**config.mk**
```make
export PLATFORM = sky130hd
export DESIGN_NAME = target_classifier_stream
export DESIGN_NICKNAME = d
export VERILOG_FILES = /design/src/rtl/target_classifier_stream.sv
export SDC_FILE = /design/constraint.sdc
export NUM_CORES = 1
export LEC_CHECK = 0
export CAP_MARGIN = 20
export CORE_MARGIN = 2
export CORE_UTILIZATION = 59
export CTS_BUF_LIST = sky130_fd_sc_hd__clkbuf_2 sky130_fd_sc_hd__clkbuf_4 sky130_fd_sc_hd__clkbuf_8
export DETAILED_ROUTE_END_ITERATION = 12
export PLACE_DENSITY = 0.82
export RECOVER_POWER = 25
export SYNTH_ARGS = -nofsm -noshare
export SYNTH_HDL_FRONTEND = slang
export SYNTH_SLANG_ARGS = --single-unit
```
**constraint.sdc**
```tcl
create_clock -name clk -period 5.5 [get_ports clk]
set_input_delay 1.65 -clock clk [delete_from_list [all_inputs] [get_ports clk]]
set_output_delay 1.65 -clock clk [all_outputs]
set_load 0.01 [all_outputs]
```
**src/rtl/target_classifier_stream.sv**
```systemverilog
// Streaming colour classifier: per-class RGB box thresholds, two-stage pipeline
// with ready/valid back-pressure, optional masking and per-frame hit statistics.
module target_classifier_stream #(
  parameter int PIX_W     = 4,
  parameter int N_CLASSES = 5,
  parameter int CNT_W     = 19,
  localparam int ID_W     = (N_CLASSES > 1) ? $clog2(N_CLASSES) : 1
) (
  input  logic                       clk,
  input  logic                       rst,
  input  logic                       cfg_we,
  input  logic [ID_W-1:0]            cfg_class,
  input  logic [6*PIX_W-1:0]         cfg_data,
  input  logic                       mask_mode,
  input  logic                       in_valid,
  input  logic                       in_sop,
  input  logic                       in_eop,
  output logic                       in_ready,
  input  logic [PIX_W-1:0]           red_in,
  input  logic [PIX_W-1:0]           green_in,
  input  logic [PIX_W-1:0]           blue_in,
  output logic                       out_valid,
  output logic                       out_sop,
  output logic                       out_eop,
  input  logic                       out_ready,
  output logic [2*PIX_W-1:0]         red_out,
  output logic [2*PIX_W-1:0]         green_out,
  output logic [2*PIX_W-1:0]         blue_out,
  output logic [N_CLASSES-1:0]       class_hit,
  output logic [ID_W-1:0]            class_id,
  output logic                       hit_any,
  output logic                       stat_valid,
  output logic [N_CLASSES*CNT_W-1:0] stat_count
);

  localparam int CFG_W = 6 * PIX_W;
  localparam logic [PIX_W-1:0] PIX_ONES = '1;
  localparam logic [PIX_W-1:0] PIX_ZERO = '0;
  // min > max on every channel disables the class
  localparam logic [CFG_W-1:0] THR_OFF =
    {PIX_ONES, PIX_ZERO, PIX_ONES, PIX_ZERO, PIX_ONES, PIX_ZERO};

  function automatic logic class_match(input logic [CFG_W-1:0] thr,
                                       input logic [PIX_W-1:0] r,
                                       input logic [PIX_W-1:0] g,
                                       input logic [PIX_W-1:0] b);
    logic [PIX_W-1:0] f [6];
    for (int i = 0; i < 6; i++) f[i] = thr[CFG_W-1-i*PIX_W -: PIX_W];
    return (r >= f[0]) && (r <= f[1]) && (g >= f[2]) && (g <= f[3]) &&
           (b >= f[4]) && (b <= f[5]);
  endfunction

  logic [CFG_W-1:0]     thr_q [N_CLASSES];
  logic                 en;
  logic                 cfg_hit;

  logic                 s1_valid_q, s1_sop_q, s1_eop_q, s1_mask_q;
  logic [PIX_W-1:0]     s1_r_q, s1_g_q, s1_b_q;
  logic [N_CLASSES-1:0] s1_hit_q, hit_d;

  logic                 out_valid_q, out_sop_q, out_eop_q;
  logic [2*PIX_W-1:0]   red_q, green_q, blue_q;
  logic [N_CLASSES-1:0] class_hit_q;
  logic [ID_W-1:0]      class_id_q, id_d;
  logic                 hit_any_q, any_d, pass_d;

  logic [CNT_W-1:0]     cnt_q [N_CLASSES];
  logic [CNT_W-1:0]     cnt_sum [N_CLASSES];
  logic [N_CLASSES*CNT_W-1:0] stat_count_q;
  logic                 stat_valid_q;
  logic                 hs;

  assign en       = !out_valid_q || out_ready;
  assign in_ready = en;
  assign hs       = out_valid_q && out_ready;
  assign cfg_hit  = cfg_we && ({1'b0, cfg_class} < (ID_W+1)'(N_CLASSES));

  // NOTE: threshold registers must come out of reset disabled, so this small
  // register file is reset explicitly rather than left uninitialised like a RAM.
  always_ff @(posedge clk) begin
    if (rst) begin
      for (int k = 0; k < N_CLASSES; k++) thr_q[k] <= THR_OFF;
    end else if (cfg_hit) begin
      thr_q[cfg_class] <= cfg_data;
    end
  end

  // Compare against the thresholds as they stand before this edge's cfg write.
  always_comb begin
    for (int k = 0; k < N_CLASSES; k++)
      hit_d[k] = class_match(thr_q[k], red_in, green_in, blue_in);
  end

  always_ff @(posedge clk) begin
    if (rst) begin
      s1_valid_q <= 1'b0;
      s1_sop_q   <= 1'b0;
      s1_eop_q   <= 1'b0;
      s1_mask_q  <= 1'b0;
      s1_r_q     <= '0;
      s1_g_q     <= '0;
      s1_b_q     <= '0;
      s1_hit_q   <= '0;
    end else if (en) begin
      // NOTE: sequential state uses non-blocking assignments so every stage
      // samples the pre-edge value of its predecessor.
      s1_valid_q <= in_valid;
      s1_sop_q   <= in_valid && in_sop;
      s1_eop_q   <= in_valid && in_eop;
      if (in_valid) begin
        s1_mask_q <= mask_mode;
        s1_r_q    <= red_in;
        s1_g_q    <= green_in;
        s1_b_q    <= blue_in;
        s1_hit_q  <= hit_d;
      end
    end
  end

  always_comb begin
    // NOTE: defaults first so no path through this block infers a latch.
    id_d = '0;
    for (int k = N_CLASSES - 1; k >= 0; k--)
      if (s1_hit_q[k]) id_d = ID_W'(k);
    any_d  = |s1_hit_q;
    pass_d = s1_mask_q || any_d;
  end

  always_ff @(posedge clk) begin
    if (rst) begin
      out_valid_q <= 1'b0;
      out_sop_q   <= 1'b0;
      out_eop_q   <= 1'b0;
      red_q       <= '0;
      green_q     <= '0;
      blue_q      <= '0;
      class_hit_q <= '0;
      class_id_q  <= '0;
      hit_any_q   <= 1'b0;
    end else if (en) begin
      out_valid_q <= s1_valid_q;
      out_sop_q   <= s1_valid_q && s1_sop_q;
      out_eop_q   <= s1_valid_q && s1_eop_q;
      if (s1_valid_q) begin
        red_q       <= pass_d ? {s1_r_q, s1_r_q} : '0;
        green_q     <= pass_d ? {s1_g_q, s1_g_q} : '0;
        blue_q      <= pass_d ? {s1_b_q, s1_b_q} : '0;
        class_hit_q <= s1_hit_q;
        class_id_q  <= id_d;
        hit_any_q   <= any_d;
      end
    end
  end

  // sop restarts the frame count with this pixel included; counts saturate.
  always_comb begin
    for (int k = 0; k < N_CLASSES; k++) begin
      cnt_sum[k] = out_sop_q ? CNT_W'(class_hit_q[k])
                 : (&cnt_q[k]) ? cnt_q[k]
                 : cnt_q[k] + CNT_W'(class_hit_q[k]);
    end
  end

  always_ff @(posedge clk) begin
    if (rst) begin
      for (int k = 0; k < N_CLASSES; k++) cnt_q[k] <= '0;
      stat_count_q <= '0;
      stat_valid_q <= 1'b0;
    end else begin
      stat_valid_q <= hs && out_eop_q;
      if (hs) begin
        for (int k = 0; k < N_CLASSES; k++) begin
          if (out_eop_q) begin
            stat_count_q[k*CNT_W +: CNT_W] <= cnt_sum[k];
            cnt_q[k] <= '0;
          end else begin
            cnt_q[k] <= cnt_sum[k];
          end
        end
      end
    end
  end

  assign out_valid  = out_valid_q;
  assign out_sop    = out_sop_q;
  assign out_eop    = out_eop_q;
  assign red_out    = red_q;
  assign green_out  = green_q;
  assign blue_out   = blue_q;
  assign class_hit  = class_hit_q;
  assign class_id   = class_id_q;
  assign hit_any    = hit_any_q;
  assign stat_valid = stat_valid_q;
  assign stat_count = stat_count_q;

endmodule

```
==> metrics.yaml, run 1 <==
rows: 63
worstSetupStartpointType: "input pin"
grt_usage: 0.264
clk_pin_slew_ns: 0.06
clock-root-buffer: "clkbuf_8"
netlist_instances: 1731
first_global_vias: 13200
hold_path_class: "register to register"
drt-pass1-iter-count: 6
cp-end-kind: "primary output"
multi_input_area_um2: 7490
period_minus_slack_ns: 4.91
wl_per_cell_um: 17.6
cts_tree: "done"
num_vias: 13500
crit_slowest_cell: "dlygate4sd3_1"
wl_mm: 41.1
cts_max_level: 2
crit_required_ns: 3.85
setup_tns_ns: 0
core_area_um2: 29600
avgSynthCellArea_um2: 10.2
crit_fanout: 7
status: "finished, violations left"
synthAdderAreaFrac: 0.0923
max_slew_margin: -0.282
drc: 0
synth_top_family_by_area: "simple AND/OR/NAND/NOR gates"
synth-seq-cells: 356
grt_max_degree: 90
skew_ns: 0.0339
synth_nets: 1908
ys_top_cells_by_area: "edfxtp_1 (37%), dfxtp_1 (16%), ha_1 (9.2%), nand2_1 (3.7%), o21ai_0 (3.6%)"
synthSimpleGateAreaFrac: 0.194
power.density_nw_per_um2: 276
cts_buffers: 56
grt_pass1_wl_mm: 65.7
insertion_delay_ns: 0.61
die_area_um2: 31300
synth_xor_area_frac: 0.0209
synth_mux_area_frac: 0.00511
post-route-util: 0.703
cp_data_arrival_time_ns: 3.26
yosysTopAreaCellShare: 0.366
violations: "capacitance limit, slew limit"
nets: 2079
die_y_um: 177
cp.buffers_inverters: 3
max_cap_viol_count: 2
drtIter0Drc: 1329
cts_num_sinks: 356
rsz0062_at_grt: "no"
antenna_left: 0
async_flop_share: 0
start_util: 0.596
synth_ff_type: "edfxtp_1"
yosysWarnings: 0
post_cts_buffers: 0
fin_crit_sh: 0.892
crit_family: "buffers and inverters"
avgViaCountPerCell: 5.80
post_cts_resized: 0
overflow: 0
hpwl_mm: 28.7
ir_drop_uv: 192
worst_path_largest_cell_delay_ns: 0.69
yosysSeqAreaShare: 0.526
cts_buffer_depth: 3
fp.dieW_um: 177
fillers: 2187
critical_path_class: "input pin to primary output"
place.gp.congestion: 0.893
port_buffers: 179
synth_edf_count: 215
n_antenna_cell: 0
drv_slew: 115
synth_top_area_cell: "edfxtp_1"
drive_above_1_share: 0.0683
area_growth_pct: 17.8
cp_cell_sequence: "dlygate4sd3_1 > nor2b_1 > inv_1 > clkdlybuf4s50_1"
io_pins: 180
setup_violations: 0
p_leak_nw: 7.98
hold_viol_final: 0
antenna_found_initial: 0
worst_pin_slew_ns: 1.92
hold_buffers: 0
synthDistinctLibCells: 68
register_area_um2: 9280
syn-cell-area_um2: 17600
max_freq_ghz: 0.204
synth-compound-area-share: 0.112
-- routing by layer --
metal	share of wire	up-vias	global-route usage
li1	-	6484	-
met1	0.41	6395	0.342
met2	0.48	568	0.447
met3	0.080	97	0.0449
met4	0.029	0	0.0961
met5	0	-	0
-- worst paths after layout --
check | start | to | slack, ns | depth (start not counted)
worst min register to register | class_id[2]$_SDFFE_PP0P_ | class_id[2]$_SDFFE_PP0P_ | 0.45 | 2
worst max register to register | out_valid$_SDFFE_PP0N_ | cnt_q[1][5]$_SDFFCE_PN0P_ | 2.93 | 5
worst max-delay path | out_ready | in_ready | 0.59 | 4
worst min-delay path | class_id[2]$_SDFFE_PP0P_ | class_id[2]$_SDFFE_PP0P_ | 0.45 | 2
-- Yosys cell counts (15+ instances only) --
cell,instances
a21oi_1,89
a31oi_1,16
and2_1,78
and3_1,28
clkbuf_1,51
dfxtp_1,141
edfxtp_1,215
ha_1,130
inv_1,130
nand2_1,176
nand2b_1,63
nand3_1,36
nand4_1,29
nor2_1,141
nor3_1,31
o21ai_0,126
o31ai_1,19
or3_1,15
xnor2_1,21
xor2_1,21
-- per-stage QoR --
stage / hold slack, ns / power [mW] / cell area (um2) / cells / setup WS [ns]
5_1_grt: 0.474 / 5.94 / 20800 / 2337 / 0.530
6_report: 0.450 / 5.73 / 20800 / 2337 / 0.595
4_1_cts: 0.454 / 5.75 / 20800 / 2336 / 0.680
3_5_place_dp: 0.443 / 3.50 / 19600 / 2233 / 0.687
3_3_place_gp: 0.435 / 3.47 / 19600 / 2233 / 0.692
2_1_floorplan: 0.436 / 3.31 / 17600 / 1731 / 0.845
-- cell families after synthesis --
family / count (synthesis)
adder cells (fa/ha/maj): 130
AND/OR/NAND/NOR: 657
AO/OA/AOI/OAI: 330
XOR/XNOR: 42
multiplexers: 9
buffers and inverters: 207
flip-flops: 356
-- power by group --
| group | switching [mW] | internal (mW) | total [mW] |
|---|---|---|---|
| sequential | 0.0613 | 2.93 | 2.99 |
| combinational | 0.287 | 0.171 | 0.459 |
| clock | 1.02 | 1.25 | 2.27 |
-- layout make-up --
class / count / area share
Sequential cell: 356 / 0.447
Multi-Input combinational cell: 1168 / 0.361
Timing Repair Buffer: 190 / 0.0897
Clock buffer: 91 / 0.0525
Inverter: 130 / 0.0235
Tap cell: 390 / 0.0235
Clock inverter: 12 / 0.00331
-- worst min-delay path: cells and delay by family (launching register included) --
kind	cells	cell delay, ns
flops	1	0.31
compound gates	1	0.05
simple gates	1	0.05
-- cell usage in the layout, fill, tap and decap left out, drive strengths merged, types with 19 or more instances in the layout --
cell and n:
edfxtp 215, nand4 34, nand3 38, clkdlybuf4s50 174, xor2 21, o21ai 130
nand2 176, o31ai 19, ha 130, nor2 142, dfxtp 141, and3 28
xnor2 21, and2 80, nor3 33, nand2b 63, clkbuf 97, a21oi 89
inv 131
-- sequential cells by signal, indices dropped and copies added, names as in the netlist --
register and flops:
thr_q 120, cnt_q 95, stat_count 95, class_hit 5, s1_hit_q 5, blue_out 4, green_out 4, red_out 4
s1_b_q 4, s1_g_q 4, s1_r_q 4, class_id 3, hit_any 1, out_eop 1, out_sop 1, out_valid 1
s1_eop_q 1, s1_mask_q 1, s1_sop_q 1, s1_valid_q 1, stat_valid 1
(Power assumes the default switching activity.)
==> run 2, diff against run 1 <==
--- a/config.mk
+++ b/config.mk
@@ -12,6 +12,7 @@
 export DETAILED_ROUTE_END_ITERATION = 12
 export PLACE_DENSITY = 0.82
 export RECOVER_POWER = 25
+export SETUP_SLACK_MARGIN = 0.05
 export SYNTH_ARGS = -nofsm -noshare
 export SYNTH_HDL_FRONTEND = slang
 export SYNTH_SLANG_ARGS = --single-unit
==> results of run 2 <==
Same layout as run 1: the final DEF is identical, and so are final timing and power.
